[src/rtl/switch_allocator_pkg.sv]
`default_nettype none
// ============================================================================
// Module      : noc_pkg
// Description : Shared types and constants for the router switch allocator.
//               Port indices, select width and the round-robin step helper.
// Revision    : 1.0 - initial release
// ============================================================================
package noc_pkg;

  localparam int NUM_PORTS = 5;
  localparam int SEL_W     = 3;

  typedef logic [SEL_W-1:0] port_t;

  localparam port_t PORT_N = 3'd0;
  localparam port_t PORT_S = 3'd1;
  localparam port_t PORT_E = 3'd2;
  localparam port_t PORT_W = 3'd3;
  localparam port_t PORT_L = 3'd4;

  // Index reached by stepping 'step' places past 'base' around the ring of ports.
  function automatic port_t rr_next(port_t base, int step);
    return port_t'((int'(base) + step) % NUM_PORTS);
  endfunction

endpackage
`default_nettype wire

[src/rtl/switch_allocator_if.sv]
`default_nettype none
// ============================================================================
// Module      : switch_allocator_if
// Description : Queue-side and crossbar-side signals of the switch allocator.
//   valid_i/dest_x_i/dest_y_i/tail_i : input-queue head status
//   out_ready_i                      : output port can accept a flit
//   pop_req_o                        : one-cycle pop strobe per input queue
//   sel_o/out_valid_o                : crossbar select and valid per output
//   master : environment side (drives queue heads, readies)
//   slave  : allocator side
// Revision    : 1.0 - initial release
// ============================================================================
interface switch_allocator_if
  import noc_pkg::*;
#(
  parameter int COORD_W = 2
);

  logic [NUM_PORTS-1:0]         valid_i;
  logic [NUM_PORTS*COORD_W-1:0] dest_x_i;
  logic [NUM_PORTS*COORD_W-1:0] dest_y_i;
  logic [NUM_PORTS-1:0]         tail_i;
  logic [NUM_PORTS-1:0]         out_ready_i;
  logic [NUM_PORTS-1:0]         pop_req_o;
  logic [NUM_PORTS*SEL_W-1:0]   sel_o;
  logic [NUM_PORTS-1:0]         out_valid_o;

  modport master (
    output valid_i, dest_x_i, dest_y_i, tail_i, out_ready_i,
    input  pop_req_o, sel_o, out_valid_o
  );

  modport slave (
    input  valid_i, dest_x_i, dest_y_i, tail_i, out_ready_i,
    output pop_req_o, sel_o, out_valid_o
  );

endinterface
`default_nettype wire

[src/rtl/switch_allocator_rr_arbiter5.sv]
`default_nettype none
// ============================================================================
// Module      : rr_arbiter5
// Description : Five-input round-robin arbiter for one output port. Winner is
//               combinational; the pointer advances to the winner on a grant.
//   clk, rst   : clock, asynchronous active-low reset
//   req_i      : per-input request for this output
//   tail_i     : per-input tail flag of the head flit
//   ready_i    : output can accept a flit this cycle
//   gnt_idx_o  : winning input index
//   gnt_vld_o  : a grant is made this cycle
// Optional    : SWITCH_ALLOC_WORMHOLE_LOCK_EN adds a per-output packet lock.
// Revision    : 1.0 - initial release
// ============================================================================
module rr_arbiter5
  import noc_pkg::*;
(
  input  logic                 clk,
  input  logic                 rst,
  input  logic [NUM_PORTS-1:0] req_i,
  input  logic [NUM_PORTS-1:0] tail_i,
  input  logic                 ready_i,
  output port_t                gnt_idx_o,
  output logic                 gnt_vld_o
);

  port_t ptr_q, ptr_d;
  port_t w_rr_idx;
  logic  w_rr_vld;

  // Scan from the far end so the nearest requester after ptr_q is the last write.
  always_comb begin
    w_rr_idx = ptr_q;
    w_rr_vld = 1'b0;
    for (int k = NUM_PORTS; k >= 1; k--) begin
      if (req_i[rr_next(ptr_q, k)]) begin
        w_rr_idx = rr_next(ptr_q, k);
        w_rr_vld = 1'b1;
      end
    end
  end

`ifdef SWITCH_ALLOC_WORMHOLE_LOCK_EN
  logic  lock_q, lock_d;
  port_t lk_idx_q, lk_idx_d;

  always_comb begin
    ptr_d    = ptr_q;
    lock_d   = lock_q;
    lk_idx_d = lk_idx_q;
    if (lock_q) begin
      // Mid-packet: only the owning input may use this output.
      gnt_idx_o = lk_idx_q;
      gnt_vld_o = ready_i & req_i[lk_idx_q];
      if (gnt_vld_o && tail_i[lk_idx_q]) begin
        lock_d = 1'b0;
        ptr_d  = lk_idx_q;
      end
    end else begin
      gnt_idx_o = w_rr_idx;
      gnt_vld_o = ready_i & w_rr_vld;
      if (gnt_vld_o) begin
        ptr_d = w_rr_idx;
        if (!tail_i[w_rr_idx]) begin
          lock_d   = 1'b1;
          lk_idx_d = w_rr_idx;
        end
      end
    end
  end

  always_ff @(posedge clk or negedge rst) begin
    if (!rst) begin
      ptr_q    <= PORT_L;
      lock_q   <= 1'b0;
      lk_idx_q <= PORT_N;
    end else begin
      ptr_q    <= ptr_d;
      lock_q   <= lock_d;
      lk_idx_q <= lk_idx_d;
    end
  end
`else
  logic w_unused_tail;
  assign w_unused_tail = ^tail_i;

  assign gnt_idx_o = w_rr_idx;
  assign gnt_vld_o = ready_i & w_rr_vld;
  assign ptr_d     = gnt_vld_o ? w_rr_idx : ptr_q;

  always_ff @(posedge clk or negedge rst) begin
    if (!rst) begin
      ptr_q <= PORT_L;
    end else begin
      ptr_q <= ptr_d;
    end
  end
`endif

endmodule
`default_nettype wire

[src/rtl/switch_allocator.sv]
`default_nettype none
// ============================================================================
// Module      : switch_allocator
// Description : XY-routed switch allocator for a 5-port router. Routes each
//               queue head, arbitrates per output round-robin and issues
//               registered pop strobes and crossbar select/valid.
//   clk, rst : clock, asynchronous active-low reset
//   bus      : switch_allocator_if.slave (queue heads, readies, pops, selects)
// Optional    : SWITCH_ALLOC_WORMHOLE_LOCK_EN holds an output for a whole
//               packet until its tail flit is granted.
// Revision    : 1.0 - initial release
// ============================================================================
module switch_allocator
  import noc_pkg::*;
#(
  parameter int COORD_W = 2,
  parameter int X_ADDR  = 0,
  parameter int Y_ADDR  = 0
)(
  input  logic               clk,
  input  logic               rst,
  switch_allocator_if.slave  bus
);

  localparam logic [COORD_W-1:0] c_x_addr = COORD_W'(X_ADDR);
  localparam logic [COORD_W-1:0] c_y_addr = COORD_W'(Y_ADDR);

  logic [NUM_PORTS-1:0]  pop_q, pop_d;
  logic [NUM_PORTS-1:0]  vld_q, vld_d;
  port_t [NUM_PORTS-1:0] sel_q, sel_d;

  port_t                 w_route [NUM_PORTS];
  logic [NUM_PORTS-1:0]  w_req   [NUM_PORTS];
  port_t                 w_gnt_idx [NUM_PORTS];
  logic [NUM_PORTS-1:0]  w_gnt_vld;

  // Dimension-ordered route: resolve X first, then Y, else deliver locally.
  always_comb begin
    for (int p = 0; p < NUM_PORTS; p++) begin
      w_route[p] = PORT_L;
      if (bus.dest_x_i[p*COORD_W +: COORD_W] > c_x_addr)
        w_route[p] = PORT_E;
      else if (bus.dest_x_i[p*COORD_W +: COORD_W] < c_x_addr)
        w_route[p] = PORT_W;
      else if (bus.dest_y_i[p*COORD_W +: COORD_W] > c_y_addr)
        w_route[p] = PORT_N;
      else if (bus.dest_y_i[p*COORD_W +: COORD_W] < c_y_addr)
        w_route[p] = PORT_S;
    end
  end

  // A just-popped input is masked: its queue head still shows the old flit.
  always_comb begin
    for (int o = 0; o < NUM_PORTS; o++) begin
      for (int p = 0; p < NUM_PORTS; p++) begin
        w_req[o][p] = bus.valid_i[p] & ~pop_q[p] & (w_route[p] == port_t'(o));
      end
    end
  end

  for (genvar o = 0; o < NUM_PORTS; o++) begin : g_arb
    rr_arbiter5 u_arb (
      .clk       (clk),
      .rst       (rst),
      .req_i     (w_req[o]),
      .tail_i    (bus.tail_i),
      .ready_i   (bus.out_ready_i[o]),
      .gnt_idx_o (w_gnt_idx[o]),
      .gnt_vld_o (w_gnt_vld[o])
    );
  end

  // Each input routes to one output, so pops from different outputs never collide.
  always_comb begin
    pop_d = '0;
    vld_d = w_gnt_vld;
    sel_d = sel_q;
    for (int o = 0; o < NUM_PORTS; o++) begin
      if (w_gnt_vld[o]) begin
        pop_d[w_gnt_idx[o]] = 1'b1;
        sel_d[o]            = w_gnt_idx[o];
      end
    end
  end

  always_ff @(posedge clk or negedge rst) begin
    if (!rst) begin
      pop_q <= '0;
      vld_q <= '0;
      sel_q <= '0;
    end else begin
      pop_q <= pop_d;
      vld_q <= vld_d;
      sel_q <= sel_d;
    end
  end

  assign bus.pop_req_o   = pop_q;
  assign bus.out_valid_o = vld_q;
  assign bus.sel_o       = sel_q;

endmodule
`default_nettype wire

[src/flat_wrapper.sv]
// flat-port wrapper written by rule: the top's interface ports become plain ports
module switch_allocator_flat import noc_pkg::*;
#(
  parameter int COORD_W = 2,
  parameter int X_ADDR  = 0,
  parameter int Y_ADDR  = 0
)
  (clk, rst, bus_valid_i, bus_dest_x_i, bus_dest_y_i, bus_tail_i, bus_out_ready_i, bus_pop_req_o, bus_sel_o, bus_out_valid_o);
  switch_allocator_if #(.COORD_W(COORD_W)) bus_i ();
  input  logic clk;
  input  logic rst;
  input wire logic [$bits(bus_i.valid_i)-1:0] bus_valid_i;
  input wire logic [$bits(bus_i.dest_x_i)-1:0] bus_dest_x_i;
  input wire logic [$bits(bus_i.dest_y_i)-1:0] bus_dest_y_i;
  input wire logic [$bits(bus_i.tail_i)-1:0] bus_tail_i;
  input wire logic [$bits(bus_i.out_ready_i)-1:0] bus_out_ready_i;
  output wire logic [$bits(bus_i.pop_req_o)-1:0] bus_pop_req_o;
  output wire logic [$bits(bus_i.sel_o)-1:0] bus_sel_o;
  output wire logic [$bits(bus_i.out_valid_o)-1:0] bus_out_valid_o;
  assign bus_i.valid_i = bus_valid_i;
  assign bus_i.dest_x_i = bus_dest_x_i;
  assign bus_i.dest_y_i = bus_dest_y_i;
  assign bus_i.tail_i = bus_tail_i;
  assign bus_i.out_ready_i = bus_out_ready_i;
  assign bus_pop_req_o = bus_i.pop_req_o;
  assign bus_sel_o = bus_i.sel_o;
  assign bus_out_valid_o = bus_i.out_valid_o;
  switch_allocator #(.COORD_W(COORD_W), .X_ADDR(X_ADDR), .Y_ADDR(Y_ADDR)) u_core (.clk(clk), .rst(rst), .bus(bus_i));
endmodule
[config.mk]
export PLATFORM = sky130hd
export DESIGN_NAME = switch_allocator_flat
export DESIGN_NICKNAME = d
export VERILOG_FILES = /design/src/rtl/switch_allocator_pkg.sv /design/src/rtl/switch_allocator_if.sv /design/src/rtl/switch_allocator_rr_arbiter5.sv /design/src/rtl/switch_allocator.sv /design/src/flat_wrapper.sv
export SDC_FILE = /design/constraint.sdc
export NUM_CORES = 1
export LEC_CHECK = 0
export ABC_AREA = 1
export CAP_MARGIN = 20
export CORE_UTILIZATION = 60
export DETAILED_ROUTE_END_ITERATION = 12
export HOLD_SLACK_MARGIN = 0.06
export PLACE_DENSITY = 0.83
export SYNTH_ARGS = -nofsm -noshare
export SYNTH_HDL_FRONTEND = slang
export SYNTH_HIERARCHICAL = 1
export SYNTH_SLANG_ARGS = --single-unit
[constraint.sdc]
create_clock -name clk -period 8.65 [get_ports clk]
set_input_delay 1.73 -clock clk [delete_from_list [all_inputs] [get_ports clk]]
set_output_delay 1.73 -clock clk [all_outputs]
set_load 0.05 [all_outputs]
# Word level (Yosys, flattened, before mapping)
# Index checks and enable logic that the tools add are counted.
dict set report word_totals {
  wordCells 326
  output_inout_bits 25
  in_bits 37
  ff_bits 40
}
dict set report classes {
  magnitude_cmp 55
  muxes 135
  bitwise_logic 44
  add_sub_neg 25
  reduce_logical 10
  n_eq_ne 20
  n_div 25
}
# op n
set op_table {}
lappend op_table {{$mod A32 B4 Y32 const B} 25}
lappend op_table {{$mux W3} 45}
lappend op_table {{$lt A3 B4 Y1 const B} 30}
lappend op_table {{$bmux W1 S3} 25}
lappend op_table {{$mux W1} 55}
lappend op_table {{$add A3 B2 Y4 const B} 10}
lappend op_table {{$add A3 B3 Y4 const B} 10}
lappend op_table {{$and A1 B1 Y1} 35}
lappend op_table {{$eq A3 B2 Y1 const B} 10}
lappend op_table {{$mux W5} 5}
lappend op_table {{$add A3 B1 Y4 const B} 5}
lappend op_table {{$gt A2 B1 Y1 const B} 10}
lappend op_table {{$lt A2 B1 Y1 const B} 10}
lappend op_table {{$or A5 B5 Y5} 4}
lappend op_table {{$demux W1 S3} 5}
lappend op_table {{$eq A3 B1 Y1 const B} 5}
lappend op_table {{$eq A3 B3 Y1 const B} 5}
lappend op_table {{$ge A3 B1 Y1 const B} 5}
lappend op_table {{$logic_not A3 Y1} 5}
lappend op_table {{$logic_and A1 B1 Y1} 5}
lappend op_table {{$not A1 Y1} 5}

# Depth between registers and ports, before layout
# Gate-level depths: netlist (run 1).
dict set report logic_depth {
  ltp_word 27
  depth_mapped 32
  depth_no_buf 32
}

# By module
# The synthesis (run 1) kept the hierarchy.
# module area_each_um2 seq_area_each_um2 instances cells_per_inst
set by_module_without_submodules {}
lappend by_module_without_submodules {{rr_arbiter5 (u_core.g_arb[2].u_arb ...)} 1694.1 76.3 2 292}
lappend by_module_without_submodules {{rr_arbiter5 (u_core.g_arb[0].u_arb ...)} 1569.0 76.3 2 275}
lappend by_module_without_submodules {{rr_arbiter5 (u_core.g_arb[4].u_arb)} 1776.7 76.3 1 300}
lappend by_module_without_submodules {switch_allocator 1333.8 625.6 1 197}

# Worst setup path before layout (run 1)
# No wires, ideal clock.
dict set report synth_path {
  kind {register to register}
  from {reg u_core.g_arb[4].u_arb.ptr_q[0]}
  to {reg u_core.pop_q[0], in the netlist u_core/bus.pop_req_o[0]}
  period_less_slack_ps 3950
  slack_ps 4700
  arrival_ps 3831
  setup_time_ps 119
  path_buffers 1
  t_required_ps 8531
  path_stages_with_launch 28
  path_cell_list {dfrtp_1 buf_2 clkinv_1 ha_1 ha_1 inv_1 nand4_1 nand2_1 xor2_1 ha_1 inv_1 or2_2 nand3_2 nand2_1 nand2_1 nand3_1 nand3_1 nand3_1 nand3_1 nand3_1 nand2_1 nand2_1 a21boi_0 inv_1 nand2_1 nor2_1 a21oi_1 nand2_1}
}
# item line_no
set synth_rtl {}
lappend synth_rtl {{start: declaration} switch_allocator_rr_arbiter5.sv:27} ;# port_t ptr_q, ptr_d;
lappend synth_rtl {{start signal: assignment} switch_allocator_rr_arbiter5.sv:95} ;# ptr_q <= ptr_d;
lappend synth_rtl {{end signal: assignment} switch_allocator.sv:92} ;# pop_q <= pop_d;
lappend synth_rtl {{end: declaration} switch_allocator.sv:28} ;# logic [NUM_PORTS-1:0] pop_q, pop_d;

==> impl_metrics.toml, run 1 <==
[status]
status = "complete, no violations"

[final_layout]
final_area_um2 = 10590
drive_gt1_share_pct = 14.75
antennaDiodeCount = 0
fin_util_pct = 68.61
nNetsFinal = 1846
area_growth_pct = 9.842
stdcell_count = 1913
fillers = 1480
final_cell_mix = "495 x nand2_1, 213 x nand3_1, 197 x inv_1"
layout_commonest_cell = "nand2_1"

[drt]
wl_mm = 22.89
ant_nets = 0
vias = 10020
wl_per_cell_um = 11.96
via_per_inst = 5.239
drtPass1Iterations = 7
drc = 0
drt_iter0_drc = 593

[synthesis]
synth.avg_cell_area_um2 = 5.908
syn-cell-area_um2 = 9637
ys_warn_count = 6
synth_ff_type = "dfrtp_1"
yosysSeqAreaShare_pct = 10.45
synth_edf_count = 0
synth_seq_cells = 40
async_flop_share_pct = 100.0
syn_inst = 1631
ys_types = 49

[clocking]
ctsHoldBuffers = 0
cts_buffers = 5
cts_sinks = 40
clock_latency_ns = 0.28
cts_tree = "built"
cts_resized = 0
clock_path_buffers = 2
clockRootBuffer = "clkbuf_16"
h-tree-depth = 2
clk_pin_slew_ns = 0.07
cts_setup_buffers = 0

[setup_path]
reg2reg_slack_ns = 3.39
end_kind = "register"
timing.rr.start = "u_core/g_arb[4].u_arb/ptr_q[0]"
required_ns = 8.82
path_max_fanout = 20
start_kind = "register"
r2r_end = "u_core/bus.pop_req_o[0]"
worstRegToRegCells = 26
critPathArrivalTime_ns = 5.43
crit_type = "register to register"

[die]
io_pins = 62
die_area_um2 = 16570
rows = 45
die_x_um = 128.7
fp.dieH_um = 128.7
core_um2 = 15430
initial_core_util_pct = 62.47

[sta]
fin_skew_ns = 0.007211
maxSlewViolCount = 0
setup_violations = 0
fin_crit_sh_pct = 60.75
relSlewSlack_pct = 39.11
fmax_mhz = 190.3
fin_crit_ns = 5.255
rsz0062_at_grt = "no"
setup_tns_ns = 0
finalHoldViolCount = 0
worst_pin_slew_ns = 0.9134

[place]
gp_congestion = 0.9377
placed_area_um2 = 10410
portBuffers = 56
dp_hpwl_mm = 18.60
placed_cells = 1905

[hold_path]
whs_endpoint = "u_core/bus.sel_o[0]"
worstHoldPathCells = 2
min_from = "u_core/bus.sel_o[0]"
hold_path_class = "register to register"

[grt]
grt_max_degree = 41
grt_pass1_wl_mm = 39.77
grt_overflow = 0
grt_pass1_vias = 9335
antenna_found_initial = 0
grt_usage_pct = 28.42

[flow_run]
drv_cap = 0
[layer usage]
metal	track usage, %	routed length (um)	up-vias
met4	7.682	492	0
met2	51.73	10790	208
met5	0	0	-
met1	35.48	10650	4484
li1	-	-	5293
met3	2.911	951	38
[worst max-delay path by stage]
stage / depth (start not counted) / endpoint / from
6_report: 26 / u_core/bus.pop_req_o[0] / u_core/g_arb[4].u_arb/ptr_q[0]
5_1_grt: 26 / u_core/bus.pop_req_o[4] / u_core/g_arb[4].u_arb/ptr_q[0]
4_1_cts: 26 / u_core/bus.pop_req_o[0] / u_core/g_arb[4].u_arb/ptr_q[0]
3_5_place_dp: 26 / u_core/bus.pop_req_o[0] / u_core/g_arb[4].u_arb/ptr_q[0]
3_3_place_gp: 26 / u_core/bus.pop_req_o[0] / u_core/g_arb[4].u_arb/ptr_q[0]
2_1_floorplan: 27 / u_core/bus.pop_req_o[0] / u_core/g_arb[4].u_arb/ptr_q[0]
[through the flow]
step / setup slack, ns / hold slack [ns]
floorplan: 4.700 / 0.6088
global placement: 3.561 / 0.4607
detailed placement: 3.442 / 0.4652
CTS: 3.423 / 0.4859
global route: 2.800 / 0.5018
finish: 3.395 / 0.4772
[Yosys cell counts, types with 8 or more instances]
cell type  number  area (um2)
a21oi_1        27       135.1
a21oi_2        11       96.34
dfrtp_1        35       875.8
ha_1          108        1351
inv_1         197       739.5
inv_2          46       172.7
nand2_1       495        1858
nand2_2        84       525.5
nand2_4        10       112.6
nand3_1       213        1066
nand3_2        29       290.3
nand3b_1       11       82.58
nand4_1        18       112.6
nor2_1        123       461.7
nor2_2          8       50.05
nor3_1         11       55.05
o211ai_1        8       60.06
o21ai_0        29       145.1
o21ai_1        30       150.1
o21ai_2        13       113.9
or2_1          12       75.07
or2_2           8       50.05
xor2_1         24       210.2
[sequential cells by signal (all words and copies together) (netlist names)]
name / flops
u_core/bus.pop_req_o: 5
u_core/g_arb.u_arb/ptr_q: 15
u_core/bus.sel_o: 15
u_core/bus.out_valid_o: 5
[critical path, cell delays in order, from the launching register on]
cell	delay [ns]
dfrtp_1	0.81
clkinv_1	0.56
ha_1	0.59
ha_1	0.26
inv_1	0.07
nand4_1	0.12
nand2_1	0.13
xor2_1	0.26
ha_1	0.22
inv_1	0.05
or2_2	0.28
nand3_2	0.11
nand2_1	0.09
nand2_1	0.12
nand3_1	0.09
nand3_1	0.19
nand3_1	0.14
nand3_1	0.09
nand3_1	0.08
nand2_1	0.06
nand2_1	0.07
a21boi_0	0.31
inv_1	0.13
nand2_1	0.09
nor2_1	0.04
a21oi_1	0.11
nand2_1	0.07
[final cells by class]
| cell class | count | area (um2) | share of cell area, % |
|---|---|---|---|
| multi-input combinational | 1347 | 7630 | 72.08 |
| sequential | 40 | 1007 | 9.515 |
| inverter | 251 | 957.2 | 9.043 |
| timing repair buffer | 56 | 555.5 | 5.248 |
| tap | 211 | 264.0 | 2.494 |
| clock buffer | 5 | 125.1 | 1.182 |
| clock inverter | 3 | 46.29 | 0.4374 |
[kinds of logic after synthesis]
family | after synthesis | synth area share, %
xor+xnor | 37 | 4.064
flops | 40 | 10.45
other cells | 1 | 0.03891
fa+ha+maj | 108 | 14.02
buf+inv | 271 | 11.43
compound gates | 139 | 9.114
simple gates | 1033 | 50.68
mux | 2 | 0.2077
Power of run 1 is left out: the tool's default activity adds up to more than one toggle a clock period on the data nets, which glitch-free logic cannot reach.
==> inputs of run 2 (changes only) <==
- clock period: 8.65 -> 5.05 ns (I/O delays scaled with it)
==> run 2 against run 1 <==
Effect of this change:
- global-route usage fell by 0.70 points
- critical path depth rose by 3
- wire length fell by 1.2%
- critical path type unchanged
- highest routed layer unchanged
==> impl_metrics.toml, run 2 (same netlist as run 1, synthesis figures left out) <==
[grt]
grt_overflow = 0
grt_pass1_vias = 9010
grt_util_met3_pct = 2.495
grt_busiest_layer = "met2"
gr-usage-met2_pct = 50.17
grt_usage_pct = 27.71
antenna_found_initial = 0
grt_max_degree = 41
grt_pass1_wl_mm = 38.70
grt_use_met1_pct = 35.60

[setup_path]
cp_slowest_stage_delay_ns = 0.55
r2r_end = "u_core/bus.pop_req_o[1]"
crit_type = "register to register"
required_ns = 5.22
cpMostUsedCell = "nand2_1"
end_kind = "register"
start_kind = "register"
cp_slowest_cell = "dfrtp_1"
critPathArrivalTime_ns = 4.64
reg2reg_slack_ns = 0.58
timing.rr.start = "u_core/g_arb[3].u_arb/ptr_q[1]"
path_max_fanout = 10
worstRegToRegCells = 29

[clocking]
clock_path_buffers = 2
cts_setup_buffers = 0
clockRootBuffer = "clkbuf_16"
clock_latency_ns = 0.28
clk_pin_slew_ns = 0.06
cts_sinks = 40
h-tree-depth = 2
cts_buffers = 5
cts_resized = 0
ctsHoldBuffers = 0
cts_tree = "built"

[drt]
vias = 10040
wl_per_cell_um = 11.74
wl_mm = 22.61
drc = 0
via_per_inst = 5.213
ant_nets = 0
drt_iter0_drc = 572
drtPass1Iterations = 5

[sta]
fmax_mhz = 223.6
setup_violations = 0
worst_pin_slew_ns = 0.8685
rsz0062_at_grt = "no"
fin_crit_ns = 4.472
finalHoldViolCount = 0
layout_setup_ws_ns = 0.5776
relSlewSlack_pct = 42.10
fin_skew_ns = 0.004586
fin_crit_sh_pct = 88.56
maxSlewViolCount = 0
setup_tns_ns = 0

[die]
die_area_um2 = 16570
rows = 45
die_x_um = 128.7
io_pins = 62
initial_core_util_pct = 62.47
core_um2 = 15430
fp.dieH_um = 128.7

[final_layout]
antennaDiodeCount = 0
drive_gt1_share_pct = 15.29
nNetsFinal = 1858
final_cell_mix = "495 x nand2_1, 213 x nand3_1, 197 x inv_1"
area_growth_pct = 10.44
layout_commonest_cell = "nand2_1"

[hold_path]
worstHoldPathCells = 2
min_from = "u_core/bus.sel_o[10]"
whs_endpoint = "u_core/bus.sel_o[10]"
hold_path_class = "register to register"

[status]
status = "complete, no violations"

[flow_run]
drv_cap = 0

[place]
portBuffers = 56
gp_congestion = 0.9454
preCtsSetupSlack_ns = 0.5564
dp_hpwl_mm = 18.61
==> run 2: cell count changes in the layout (fill, tap and decap cells not counted) <==
cell | previous run | this run
clkbuf_1 | 0 | 2
clkinvlp_4 | 1 | 0
inv_6 | 2 | 1
bufinv_16 | 1 | 0
buf_4 | 0 | 12
clkinv_2 | 0 | 1
dfrtp_2 | 0 | 1
dfrtp_1 | 35 | 34
==> run 2: critical path: cells and delay by family, from the launching register on <==
family	cells	cell delay, ns
compound gates	1	0.23
xor+xnor	1	0.27
fa+ha+maj	2	0.70
buf+inv	3	0.53
flops	1	0.55
simple gates	22	2.06
==> run 2: stage by stage <==
step	instances	hold slack (ns)	cell area, um2	util [%]
after floorplan	1658	0.6088	9738	-
after global placement	1917	0.4727	10500	68.09
after detailed placement	1917	0.4757	10500	68.09
after CTS	1925	0.4967	10640	68.98
after global routing	1925	0.5104	10640	68.99
final	1925	0.4929	10640	68.99
==> run 2: worst max-delay path by stage <==
stage / startpoint / to / cells past startpoint
after floorplan: u_core/g_arb[4].u_arb/ptr_q[0] / u_core/bus.pop_req_o[0] / 27
after global placement: u_core/g_arb[4].u_arb/ptr_q[1] / u_core/bus.pop_req_o[0] / 26
after detailed placement: u_core/g_arb[4].u_arb/ptr_q[1] / u_core/bus.pop_req_o[0] / 26
after CTS: u_core/g_arb[4].u_arb/ptr_q[1] / u_core/bus.pop_req_o[0] / 26
after global routing: u_core/g_arb[3].u_arb/ptr_q[1] / u_core/bus.pop_req_o[1] / 29
final: u_core/g_arb[3].u_arb/ptr_q[1] / u_core/bus.pop_req_o[1] / 29
==> run 2: layout make-up <==
class                      instances  area (um2)
fill                            1462        4785
sequential                        40        1008
timing repair buffer              68       645.6
clock buffer                       7       132.6
inverter                         251       957.2
tap                              211       264.0
multi-input combinational       1347        7630
clock inverter                     1       5.005
==> run 2: routing by layer <==
layer / share of wire (%) / wire (um)
met5: 0 / 0
met4: 1.7 / 395
met3: 3.6 / 819
met2: 47 / 10700
met1: 47 / 10700
Power of run 2 is left out for the same reason.
